<file path="src/rtl/result_serializer_if.sv">
// Handshake/bus bundle between the control block, the result serializer and its consumer.
// With RESULT_SERIALIZER_PARITY_EN defined the bundle also carries out_parity.
interface result_serializer_if #(
  parameter int WORD_LENGHT = 16,
  parameter int LANES       = 8
);
  logic                          load;
  logic [3:0]                    N;
  logic [LANES*WORD_LENGHT-1:0]  lane_data;
  logic                          out_ready;
  logic [WORD_LENGHT-1:0]        out_data;
  logic                          out_valid;
  logic                          out_last;
  logic                          busy;
  logic                          overrun;
`ifdef RESULT_SERIALIZER_PARITY_EN
  logic                          out_parity;
`endif

  modport master (
    output load, N, lane_data, out_ready,
    input  out_data, out_valid, out_last, busy, overrun
`ifdef RESULT_SERIALIZER_PARITY_EN
    , input out_parity
`endif
  );

  modport slave (
    input  load, N, lane_data, out_ready,
    output out_data, out_valid, out_last, busy, overrun
`ifdef RESULT_SERIALIZER_PARITY_EN
    , output out_parity
`endif
  );
endinterface

</file>
<file path="src/rtl/result_serializer.sv">
// Captures up to LANES parallel results on load and streams them lane 0 first over valid/ready.
// Optional even-parity output enabled by defining RESULT_SERIALIZER_PARITY_EN.
module result_serializer #(
  parameter int WORD_LENGHT = 16,
  parameter int LANES       = 8
) (
  input logic                clk,
  input logic                reset,
  result_serializer_if.slave bus
);
  localparam int          IW        = (LANES > 1) ? $clog2(LANES) : 1;
  localparam logic [3:0]  LANES_CNT = 4'(LANES);
  localparam logic [0:0]  S_IDLE    = 1'b0;
  localparam logic [0:0]  S_SEND    = 1'b1;

  logic [WORD_LENGHT-1:0] w_lane [LANES];

  generate
    for (genvar gi = 0; gi < LANES; gi++) begin : g_lane
      assign w_lane[gi] = bus.lane_data[gi*WORD_LENGHT +: WORD_LENGHT];
    end
  endgenerate

  logic [0:0]             r_state;
  logic [IW-1:0]          r_index;
  logic [3:0]             r_count;
  logic [WORD_LENGHT-1:0] r_buf [LANES];
  logic [WORD_LENGHT-1:0] r_data;
  logic                   r_last;
  logic                   r_overrun;

  logic                   w_send;
  logic                   w_load_req;
  logic                   w_xfer;
  logic                   w_final;
  logic                   w_accept;
  logic                   w_drop;
  logic [3:0]             w_n_clamped;
  logic [IW-1:0]          w_index_inc;
  logic                   w_last_inc;

  assign w_send      = (r_state == S_SEND);
  assign w_load_req  = bus.load && (bus.N != 4'd0);
  assign w_xfer      = w_send && bus.out_ready;
  assign w_final     = w_xfer && r_last;
  // A load landing on the final transfer restarts the stream with no bubble.
  assign w_accept    = w_load_req && (!w_send || w_final);
  assign w_drop      = w_load_req && w_send && !w_final;
  assign w_n_clamped = (bus.N > LANES_CNT) ? LANES_CNT : bus.N;
  assign w_index_inc = r_index + IW'(1);
  assign w_last_inc  = (4'(w_index_inc) == (r_count - 4'd1));

  always_ff @(posedge clk) begin
    if (reset) begin
      r_state   <= S_IDLE;
      r_index   <= '0;
      r_count   <= '0;
      r_data    <= '0;
      r_last    <= 1'b0;
      r_overrun <= 1'b0;
      for (int i = 0; i < LANES; i++) r_buf[i] <= '0;
    end else begin
      if (w_accept) begin
        for (int i = 0; i < LANES; i++) r_buf[i] <= w_lane[i];
        r_count <= w_n_clamped;
        r_index <= '0;
        r_data  <= w_lane[0];
        r_last  <= (w_n_clamped == 4'd1);
        r_state <= S_SEND;
      end else if (w_final) begin
        r_state <= S_IDLE;
        r_index <= '0;
        r_data  <= '0;
        r_last  <= 1'b0;
      end else if (w_xfer) begin
        r_index <= w_index_inc;
        r_data  <= r_buf[w_index_inc];
        r_last  <= w_last_inc;
      end
      if (w_drop) r_overrun <= 1'b1;
    end
  end

  assign bus.out_data  = r_data;
  assign bus.out_valid = w_send;
  assign bus.out_last  = r_last;
  assign bus.busy      = w_send;
  assign bus.overrun   = r_overrun;

`ifdef RESULT_SERIALIZER_PARITY_EN
  logic r_parity;

  // Parity tracks the word being loaded into r_data, so it is registered alongside it.
  always_ff @(posedge clk) begin
    if (reset) begin
      r_parity <= 1'b0;
    end else if (w_accept) begin
      r_parity <= ^w_lane[0];
    end else if (w_final) begin
      r_parity <= 1'b0;
    end else if (w_xfer) begin
      r_parity <= ^r_buf[w_index_inc];
    end
  end

  assign bus.out_parity = r_parity;
`endif
endmodule

</file>
<file path="src/flat_wrapper.sv">
// flat-port wrapper written by rule: the top's interface ports become plain ports
module result_serializer_flat 
#(
  parameter int WORD_LENGHT = 16,
  parameter int LANES       = 8
)
  (clk, reset, bus_load, bus_N, bus_lane_data, bus_out_ready, bus_out_data, bus_out_valid, bus_out_last, bus_busy, bus_overrun);
  result_serializer_if #(.WORD_LENGHT(WORD_LENGHT), .LANES(LANES)) bus_i ();
  input logic clk;
  input logic reset;
  input wire logic [$bits(bus_i.load)-1:0] bus_load;
  input wire logic [$bits(bus_i.N)-1:0] bus_N;
  input wire logic [$bits(bus_i.lane_data)-1:0] bus_lane_data;
  input wire logic [$bits(bus_i.out_ready)-1:0] bus_out_ready;
  output wire logic [$bits(bus_i.out_data)-1:0] bus_out_data;
  output wire logic [$bits(bus_i.out_valid)-1:0] bus_out_valid;
  output wire logic [$bits(bus_i.out_last)-1:0] bus_out_last;
  output wire logic [$bits(bus_i.busy)-1:0] bus_busy;
  output wire logic [$bits(bus_i.overrun)-1:0] bus_overrun;
  assign bus_i.load = bus_load;
  assign bus_i.N = bus_N;
  assign bus_i.lane_data = bus_lane_data;
  assign bus_i.out_ready = bus_out_ready;
  assign bus_out_data = bus_i.out_data;
  assign bus_out_valid = bus_i.out_valid;
  assign bus_out_last = bus_i.out_last;
  assign bus_busy = bus_i.busy;
  assign bus_overrun = bus_i.overrun;
  result_serializer #(.WORD_LENGHT(WORD_LENGHT), .LANES(LANES)) u_core (.clk(clk), .reset(reset), .bus(bus_i));
endmodule
</file>
<file path="config.mk">
export PLATFORM = sky130hd
export DESIGN_NAME = result_serializer_flat
export DESIGN_NICKNAME = d
export VERILOG_FILES = /design/src/rtl/result_serializer_if.sv /design/src/rtl/result_serializer.sv /design/src/flat_wrapper.sv
export SDC_FILE = /design/constraint.sdc
export NUM_CORES = 1
export LEC_CHECK = 0
export BUFFER_PORTS_ARGS = -buffer_cell sky130_fd_sc_hd__buf_2
export CORE_ASPECT_RATIO = 0.6
export CORE_MARGIN = 5
export CORE_UTILIZATION = 40
export DETAILED_ROUTE_END_ITERATION = 8
export GPL_ROUTABILITY_DRIVEN = 0
export GPL_TIMING_DRIVEN = 1
export SYNTH_ARGS = -nofsm -noshare
export SYNTH_HDL_FRONTEND = slang
export SYNTH_SLANG_ARGS = --single-unit
</file>
<file path="constraint.sdc">
create_clock -name clk -period 4 [get_ports clk]
set_clock_uncertainty 0.2 [all_clocks]
set_input_delay 0.4 -clock clk [delete_from_list [all_inputs] [get_ports clk]]
set_output_delay 0.4 -clock clk [all_outputs]
set_load 0.01 [all_outputs]
</file>
After elaboration in Yosys (flattened, before gate mapping). Memories as Yosys holds them, arrays and structs flattened. Index checks and enable logic that the tools add are counted.

Register bits after elaboration: 26. Latch bits: 0. RAM bits: 128. Memory bits (read-only): 0. Output and inout bits: 20. Logic and storage cells: 55. Memories: 1.

$add $sub $neg: 2. Multiply operators: 0. Divide/modulo/power cells: 0. $lt $le $gt $ge: 1. Equal/unequal tests: 2. Shifts and indexed selects: 0. Muxes and demuxes: 22. Bitwise operators: 8. Reductions and logical operators: 13.

Memories: u_core.r_buf (depth 8, bits a word 16, rd ports 1, clocked after Yosys merged registers in 0, write ports 8, RTL line result_serializer.sv:27) `logic [WORD_LENGHT-1:0] r_buf [LANES];`.

Operators by type and width (number): 16-bit 2-to-1 mux (11); 1-bit 2-to-1 mux (10); 1-bit bitwise OR (8); 1-bit logical AND (6); 3-bit by 4-bit equality test with 1-bit output (1); 4-bit by 1-bit equality test with 1-bit output (second input constant) (1); 4-bit > comparator (second input constant) (1); 4-bit 2-to-1 mux (1); 4-bit nonzero test (1); 4-bit by 1-bit subtractor with 4-bit output (second input constant) (1); 3-bit by 1-bit adder with 3-bit output (second input constant) (1); 3-bit nonzero test (1); 3-bit OR reduction (1); 1-bit logical NOT (2); 2-bit nonzero test (1); 1-bit logical OR (1).

Longest topological paths before layout. Gate-level depths: netlist of run 1.

Depth after elaboration: 8. Depth in mapped cells: 8. Depth with buffers taken out: 6.

Worst setup path before layout of run 1. Ideal clock, no wire load.

Path kind: reg-to-reg. From: register u_core.r_last (netlist: u_core.bus.out_last). To: memory u_core.r_buf[0][0] (enable). Setup time: 0.484 ns. Arrival time: 3.373 ns. Data required time: 3.316 ns. Slack: -0.057 ns. Cell stages (with the launch flop): 5. Buffers on the path: 0. Clock period less this slack: 4.057 ns. Cell sequence: dfxtp_1 > a21boi_1 > nor2_1 > nor2_1 > inv_1.

RTL lines: start, declared (RTL line result_serializer.sv:29) `logic r_last;`; start signal, assigned (RTL line result_serializer.sv:68) `r_last <= (w_n_clamped == 4'd1);`; start signal, assigned (RTL line result_serializer.sv:78) `r_last <= w_last_inc;`; end, declared (RTL line result_serializer.sv:27).

Worst setup path after layout of run 1.
From: register u_core.r_index[1]. To: register u_core.r_data[4] (netlist: u_core.bus.out_data[4]).

Cells in the longest elaborated chain, start to end: 5.

Ends and longest elaborated chain: start, declared (RTL line result_serializer.sv:25) `logic [IW-1:0] r_index;`; start signal, assigned (RTL line result_serializer.sv:76) `r_index <= w_index_inc;`; 3-bit by 1-bit adder with 3-bit output (RTL line result_serializer.sv:50) `assign w_index_inc = r_index + IW'(1);`; via u_core.w_index_inc[1] (RTL line result_serializer.sv:39) `logic [IW-1:0] w_index_inc;`; memory 8 x 16 bit; 16-bit 2-to-1 mux (RTL line result_serializer.sv:75) `end else if (w_xfer) begin`; 16-bit 2-to-1 mux (RTL line result_serializer.sv:70) `end else if (w_final) begin`; 16-bit 2-to-1 mux (RTL line result_serializer.sv:63) `if (w_accept) begin`; end signal, assigned (RTL line result_serializer.sv:67) `r_data <= w_lane[0];`; end signal, assigned (RTL line result_serializer.sv:77) `r_data <= r_buf[w_index_inc];`; end, declared (RTL line result_serializer.sv:28) `logic [WORD_LENGHT-1:0] r_data;`.

The timed path passes the listed nets, and every way through them passes these cells. The select of a mux whose other input is x is not followed. A chain may end at the register's enable or synchronous reset.

==> flow_summary_export.csv, run 1 <==
group,metric,value,unit
route,viasPerCell,5.18,
sta,period_share,0.708,
route,wl_per_cell,19.4,µm
logic_synthesis,seq_area_frac_synth,0.619,
cells_and_area,area_growth,21.7,%
sta,setup_viol,0,
cells_and_area,fillers,1565,
sta,rsz0062_at_grt,"no",
logic_synthesis,ys_ff_latch,154,
cells_and_area,nets,815,
route,postRouteAntennaNets,0,
cts,clkTransAtPathRegs,60,ps
sta,fmax,353,MHz
logic_synthesis,synth_area,7050,µm²
setup_path,crit_fanout,58,
logic_synthesis,async_flop_share,0,
sta,final-hold-violation-count,0,
route,drc,0,
power_and_ir_drop,ir_drop,0.000294,V
power_and_ir_drop,p_leak,3.56,nW
die,die_x,181,µm
cts,post_cts_resized,0,
logic_synthesis,synth-main-ff-cell,"edfxtp_1",
cells_and_area,insertedDiodeCount,0,
cts,cts_tree,"built",
placed_design,io_buffers,155,
global_route,grt.total_usage,0.176,
global_route,grt_first_pass_wirelength,27600,µm
die,die_h,113,µm
logic_synthesis,avgSynthCellArea,13.2,µm²
die,dieArea,20500,µm²
sta,hold_ws,55.1,ps
route,drt_pass1_iterations,4,
die,rows,37,
setup_path,cp.required,4110,ps
die,num_io_pins,156,
cts,clk_path_buf_depth,2,
job,maxCapViolCount,0,
cts,cts_root_buffer,"clkbuf_16",
global_route,grt_pass1_vias,4858,
sta,fin_tns_setup,0,ps
sta,maxSlewViolCount,0,
global_route,grt-ovfl-total,0,
setup_path,start_kind,"flip-flop",
logic_synthesis,synth_fp_nets,673,
die,start_util,0.409,
cells_and_area,layout-drive-gt1-share,0.320,
sta,period_minus_slack,2830,ps
cts,h-tree-depth,4,
logic_synthesis,syn_inst,535,
logic_synthesis,synth-edff-count,128,
global_route,grt_max_degree,98,
setup_path,cp.arrival,2940,ps
route,drtIter0Drc,497,
sta,tightest_slew,876,ps
min_path,hp-class,"in -> reg",
sta,worst_slew_margin_rel,0.413,
placed_design,dp_hpwl,12900,µm
cts,cts_buffers,17,
cts,clk_latency,420,ps
die,coreArea,17200,µm²
global_route,grt_antenna_before_repair,0,
cts,cts-hold-fix-buffers,0,
route,wirelength,18000,µm
cts,clkSinkCount,154,
route,num_vias,4782,
power_and_ir_drop,p_per_area,441,nW/µm²
setup_path,critPathCaptureType,"flip-flop",
cts,post_cts_buffers,0,
setup_path,crit_type,"reg -> reg",
logic_synthesis,synth.distinct_cells,45,
logic_synthesis,synth_warnings,0,
outcome,outcome,"completed",
final cells by class:
class	instances	area, µm²	share of cell area
Timing Repair Buffer	164	868	0.101
Sequential cell	154	4370	0.509
Clock inverter	11	100	0.0117
Multi-Input combinational cell	336	2490	0.290
Clock buffer	21	440	0.0514
Inverter	4	18.8	0.00219
Tap cell	234	293	0.0342
stage by stage:
step,area (µm²),utilization,std cells,power [mW],worst slack [ps]
2_1_floorplan,7050,-,535,2.16,264
3_3_place_gp,8030,0.466,892,2.32,1130
3_5_place_dp,8030,0.466,892,2.33,1050
4_1_cts,8570,0.498,924,3.80,1190
5_1_grt,8570,0.498,924,3.93,1020
6_report,8570,0.498,924,3.78,1170
logic make-up (layout without fill, tap and decap cells):
logic type      count (synthesis)  in the layout  share of synthesized area
compound gates                 65             65                     0.0751
xor+xnor                        7              7                    0.00870
fa+ha+maj                       2              2                    0.00355
buf+inv                        45            200                     0.0323
flops                         154            154                      0.619
mux                            49             49                     0.0725
simple gates                  213            213                      0.188
where the power goes:
part           internal (mW)  total (mW)  switching [mW]
Sequential              1.88        1.93          0.0523
Combinational          0.167       0.368           0.201
Clock                  0.854        1.48           0.623
sequential cells by signal, indices dropped and copies added (netlist names):
name / count
u_core.bus.out_last: 1
u_core.bus.overrun: 1
u_core.bus.out_data: 16
u_core.r_buf: 128
u_core.r_count: 4
u_core.r_index: 3
u_core.bus.busy: 1
Yosys cell counts, types with 2 or more instances:
library cell  count  share of area
a2111oi_0        16          0.020
a211o_1          14          0.017
a211o_2           2         0.0028
a21oi_1           4         0.0028
a31oi_1           2         0.0018
and2_1           96          0.085
and3_1           32          0.028
buf_2             9         0.0064
buf_4             4         0.0043
buf_6             2         0.0032
clkbuf_1         23          0.012
dfxtp_1          26          0.074
edfxtp_1        128           0.55
ha_1              2         0.0036
inv_1             4         0.0021
mux2_2           16          0.026
mux2i_1          33          0.047
nand2_1           3         0.0016
nor2_1            8         0.0043
nor2b_1          48          0.043
nor4_1           17          0.015
o21ai_0           3         0.0021
o31ai_1          16          0.017
xnor2_1           5         0.0062
xor2_1            2         0.0025
final timing paths:
kind | startpoint | endpoint | slack (ps) | depth (start not counted)
hold / removal | bus_N[2] | u_core.r_count[2]$_SDFFE_PP0P_ | 60 | 2
setup / recovery | u_core.r_index[1]$_SDFFE_PP0N_ | u_core.bus.out_data[4]$_SDFFE_PP0P_ | 1170 | 6
setup reg to reg | u_core.r_index[1]$_SDFFE_PP0N_ | u_core.bus.out_data[4]$_SDFFE_PP0P_ | 1170 | 6
hold reg to reg | u_core.bus.out_data[7]$_SDFFE_PP0P_ | u_core.bus.out_data[7]$_SDFFE_PP0P_ | 270 | 1
per-layer routing:
| metal | GRT usage | vias to the layer above | wire length [µm] |
|---|---|---|---|
| met2 | 0.249 | 184 | 7650 |
| met3 | 0.0569 | 10 | 1430 |
| met4 | 0.0400 | 0 | 144 |
| met1 | 0.264 | 2314 | 8740 |
| li1 | - | 2274 | - |
| met5 | 0 | - | 0 |
worst max-delay path, cell delays in order, from the launching register on:
cell and delay, ps:
dfxtp_1 330, ha_4 790, buf_4 370, mux2_2 370
o31ai_1 270, nor4_1 90, a211o_1 280
cells in the final DEF, fill, tap and decap left out, drive strengths merged, types with 3 or more instances in the layout:
master,Yosys,final
edfxtp,128,128
clkinvlp,0,5
nand2,3,3
a21oi,4,4
buf,17,164
nor4,17,17
o21ai,3,3
mux2,16,16
and3,32,32
clkbuf,24,21
a2111oi,16,16
mux2i,33,33
and2,96,96
inv,4,4
dfxtp,26,26
a211o,16,16
o31ai,16,16
xnor2,5,5
clkinv,0,5
nor2b,48,48
nor2,8,8
(Power assumes the default switching activity.)
==> inputs of run 2 (changes only) <==
Clock period 4 ns to 2.5 ns, I/O delays scaled along.
==> flow_summary_export.csv, run 2 (synthesized netlist as in run 1, its figures left out) <==
group,metric,value,unit
route,num_vias,5256,
cells_and_area,regArea,4370,µm²
route,drt_pass1_iterations,5,
global_route,grt_max_degree,134,
cells_and_area,largest_reg_flops,128,
placed_design,dpl_cell_area,8180,µm²
die,rows,37,
setup_path,ff2ff_path_depth,6,
sta,worst_slew_margin_rel,0.543,
cts,clk_latency,430,ps
die,die_x,181,µm
global_route,grt_antenna_before_repair,0,
cts,clkSinkCount,154,
sta,maxSlewViolCount,0,
cts,clk_path_buf_depth,2,
min_path,hold-path-cell-count,2,
cts,h-tree-depth,4,
die,die_h,113,µm
cells_and_area,final_cell_area,10000,µm²
placed_design,post-place-ws,38.7,ps
setup_path,crit_type,"in -> reg",
cells_and_area,nets,952,
die,num_io_pins,156,
cells_and_area,final_cell_mix,"155 x buf_2, 128 x edfxtp_1, 125 x dlygate4sd3_1",
cells_and_area,layout-drive-gt1-share,0.290,
placed_design,dp_hpwl,12800,µm
outcome,outcome,"complete, but fails checks",
power_and_ir_drop,p_sw,1.53,mW
route,wl_per_cell,18.4,µm
power_and_ir_drop,clkPwrFrac,0.393,
sta,tightest_slew,668,ps
setup_path,reg2reg_to,"u_core.bus.out_data[4]$_SDFFE_PP0P_",
power_and_ir_drop,p_seq_frac,0.487,
die,dieArea,20500,µm²
sta,fmax,417,MHz
setup_path,cp.required,2380,ps
die,coreArea,17200,µm²
min_path,hold_start,"bus_lane_data[124]",
global_route,grt-ovfl-total,0,
setup_path,r2r_slack,130,ps
setup_path,r2r_start,"u_core.r_index[1]$_SDFFE_PP0N_",
cells_and_area,fillers,1396,
sta,hold_ws,-7.95,ps
sta,final-hold-violation-count,2,
sta,rsz0062_at_grt,"no",
min_path,hp-class,"in -> reg",
setup_path,cp.arrival,2280,ps
placed_design,io_buffers,155,
cts,cts_root_buffer,"clkbuf_16",
setup_path,start_kind,"primary input",
global_route,grt.total_usage,0.190,
cts,cts_buffers,17,
route,wirelength,19500,µm
power_and_ir_drop,ir_drop,0.000517,V
setup_path,critPathCaptureType,"flip-flop",
sta,period_minus_slack,2400,ps
global_route,grt_first_pass_wirelength,30300,µm
min_path,whs_endpoint,"u_core.r_buf[7][12]$_SDFFCE_PP0P_",
setup_path,crit_fanout,133,
job,maxCapViolCount,0,
sta,period_share,0.958,
sta,timing.final.ws_setup,104,ps
power_and_ir_drop,swShare,0.241,
power_and_ir_drop,p_int,4.81,mW
outcome,failed_checks,"hold timing",
cells_and_area,insertedDiodeCount,0,
cts,cts_tree,"built",
sta,setup_viol,0,
route,drc,0,
power_and_ir_drop,p_leak,4.18,nW
route,viasPerCell,4.95,
cts,clkTransAtPathRegs,60,ps
cells_and_area,regMostFlops,"u_core.r_buf",
route,drtIter0Drc,370,
die,start_util,0.409,
power_and_ir_drop,p_per_area,633,nW/µm²
cells_and_area,layout_commonest_cell,"buf_2",
power_and_ir_drop,pwr-share-comb,0.120,
global_route,grt_pass1_vias,5410,
route,postRouteAntennaNets,0,
cells_and_area,area_growth,42.1,%
cells_and_area,multi_input_area,2510,µm²
-- run 2: cell type report --
class,count,area share
well taps,234,0.0292
repair buffers,301,0.225
clock inverters,14,0.0140
flip-flops and latches,154,0.436
multi-input cells,336,0.251
inverters,4,0.00187
clock buffers,18,0.0429
-- run 2: repair_timing --
item,CTS,global route
hold buffers,125,0
resized for setup,0,2
hold endpoints to repair,135,0
setup endpoints to repair,0,5
buffers inserted,0,1
-- run 2: how the worst max path moves through the flow --
stage,endpoint,cells after the start,from
3_5_place_dp,u_core.bus.out_data[14]$_SDFFE_PP0P_,6,u_core.r_index[1]$_SDFFE_PP0N_
6_report,u_core.r_buf[2][12]$_SDFFCE_PN0P_,7,bus_N[3]
4_1_cts,u_core.bus.out_data[14]$_SDFFE_PP0P_,6,u_core.r_index[1]$_SDFFE_PP0N_
2_1_floorplan,u_core.r_buf[0][0]$_SDFFCE_PN0P_,4,bus_N[3]
3_3_place_gp,u_core.bus.out_data[4]$_SDFFE_PP0P_,6,u_core.r_index[1]$_SDFFE_PP0N_
5_1_grt,u_core.r_count[0]$_SDFFE_PP0P_,8,bus_N[3]
-- run 2: layer usage --
layer / vias to the layer above / wire (µm) / global-route usage / share of wire
li1: 2546 / - / - / -
met1: 2516 / 9470 / 0.288 / 0.49
met2: 181 / 8460 / 0.281 / 0.43
met3: 13 / 1440 / 0.0430 / 0.074
met4: 0 / 136 / 0.0360 / 0.0070
met5: - / 0 / 0 / 0
-- run 2: through the flow --
step	cells	TNS [ps]	utilization	power, mW
after floorplan	535	-124940	-	3.47
after global placement	903	0	0.475	3.74
after detailed placement	903	0	0.475	3.75
after CTS	1060	0	0.581	6.38
after global routing	1061	0	0.581	6.58
final	1061	0	0.581	6.34
-- run 2: power by group through the flow --
stage	Sequential [mW]	Combinational, mW	Clock [mW]
floorplan	3.13	0.341	0
global placement	3.14	0.591	0
detailed placement	3.14	0.608	0
CTS	3.09	0.761	2.53
global route	3.11	0.832	2.64
finish	3.09	0.761	2.49
-- run 2: worst max-delay path: stages --
cell and delay [ps]:
dlygate4sd3_1 530, buf_2 160, o41ai_4 500, nor2_1 110, nor2_2 200, clkinvlp_4 140
buf_12 290
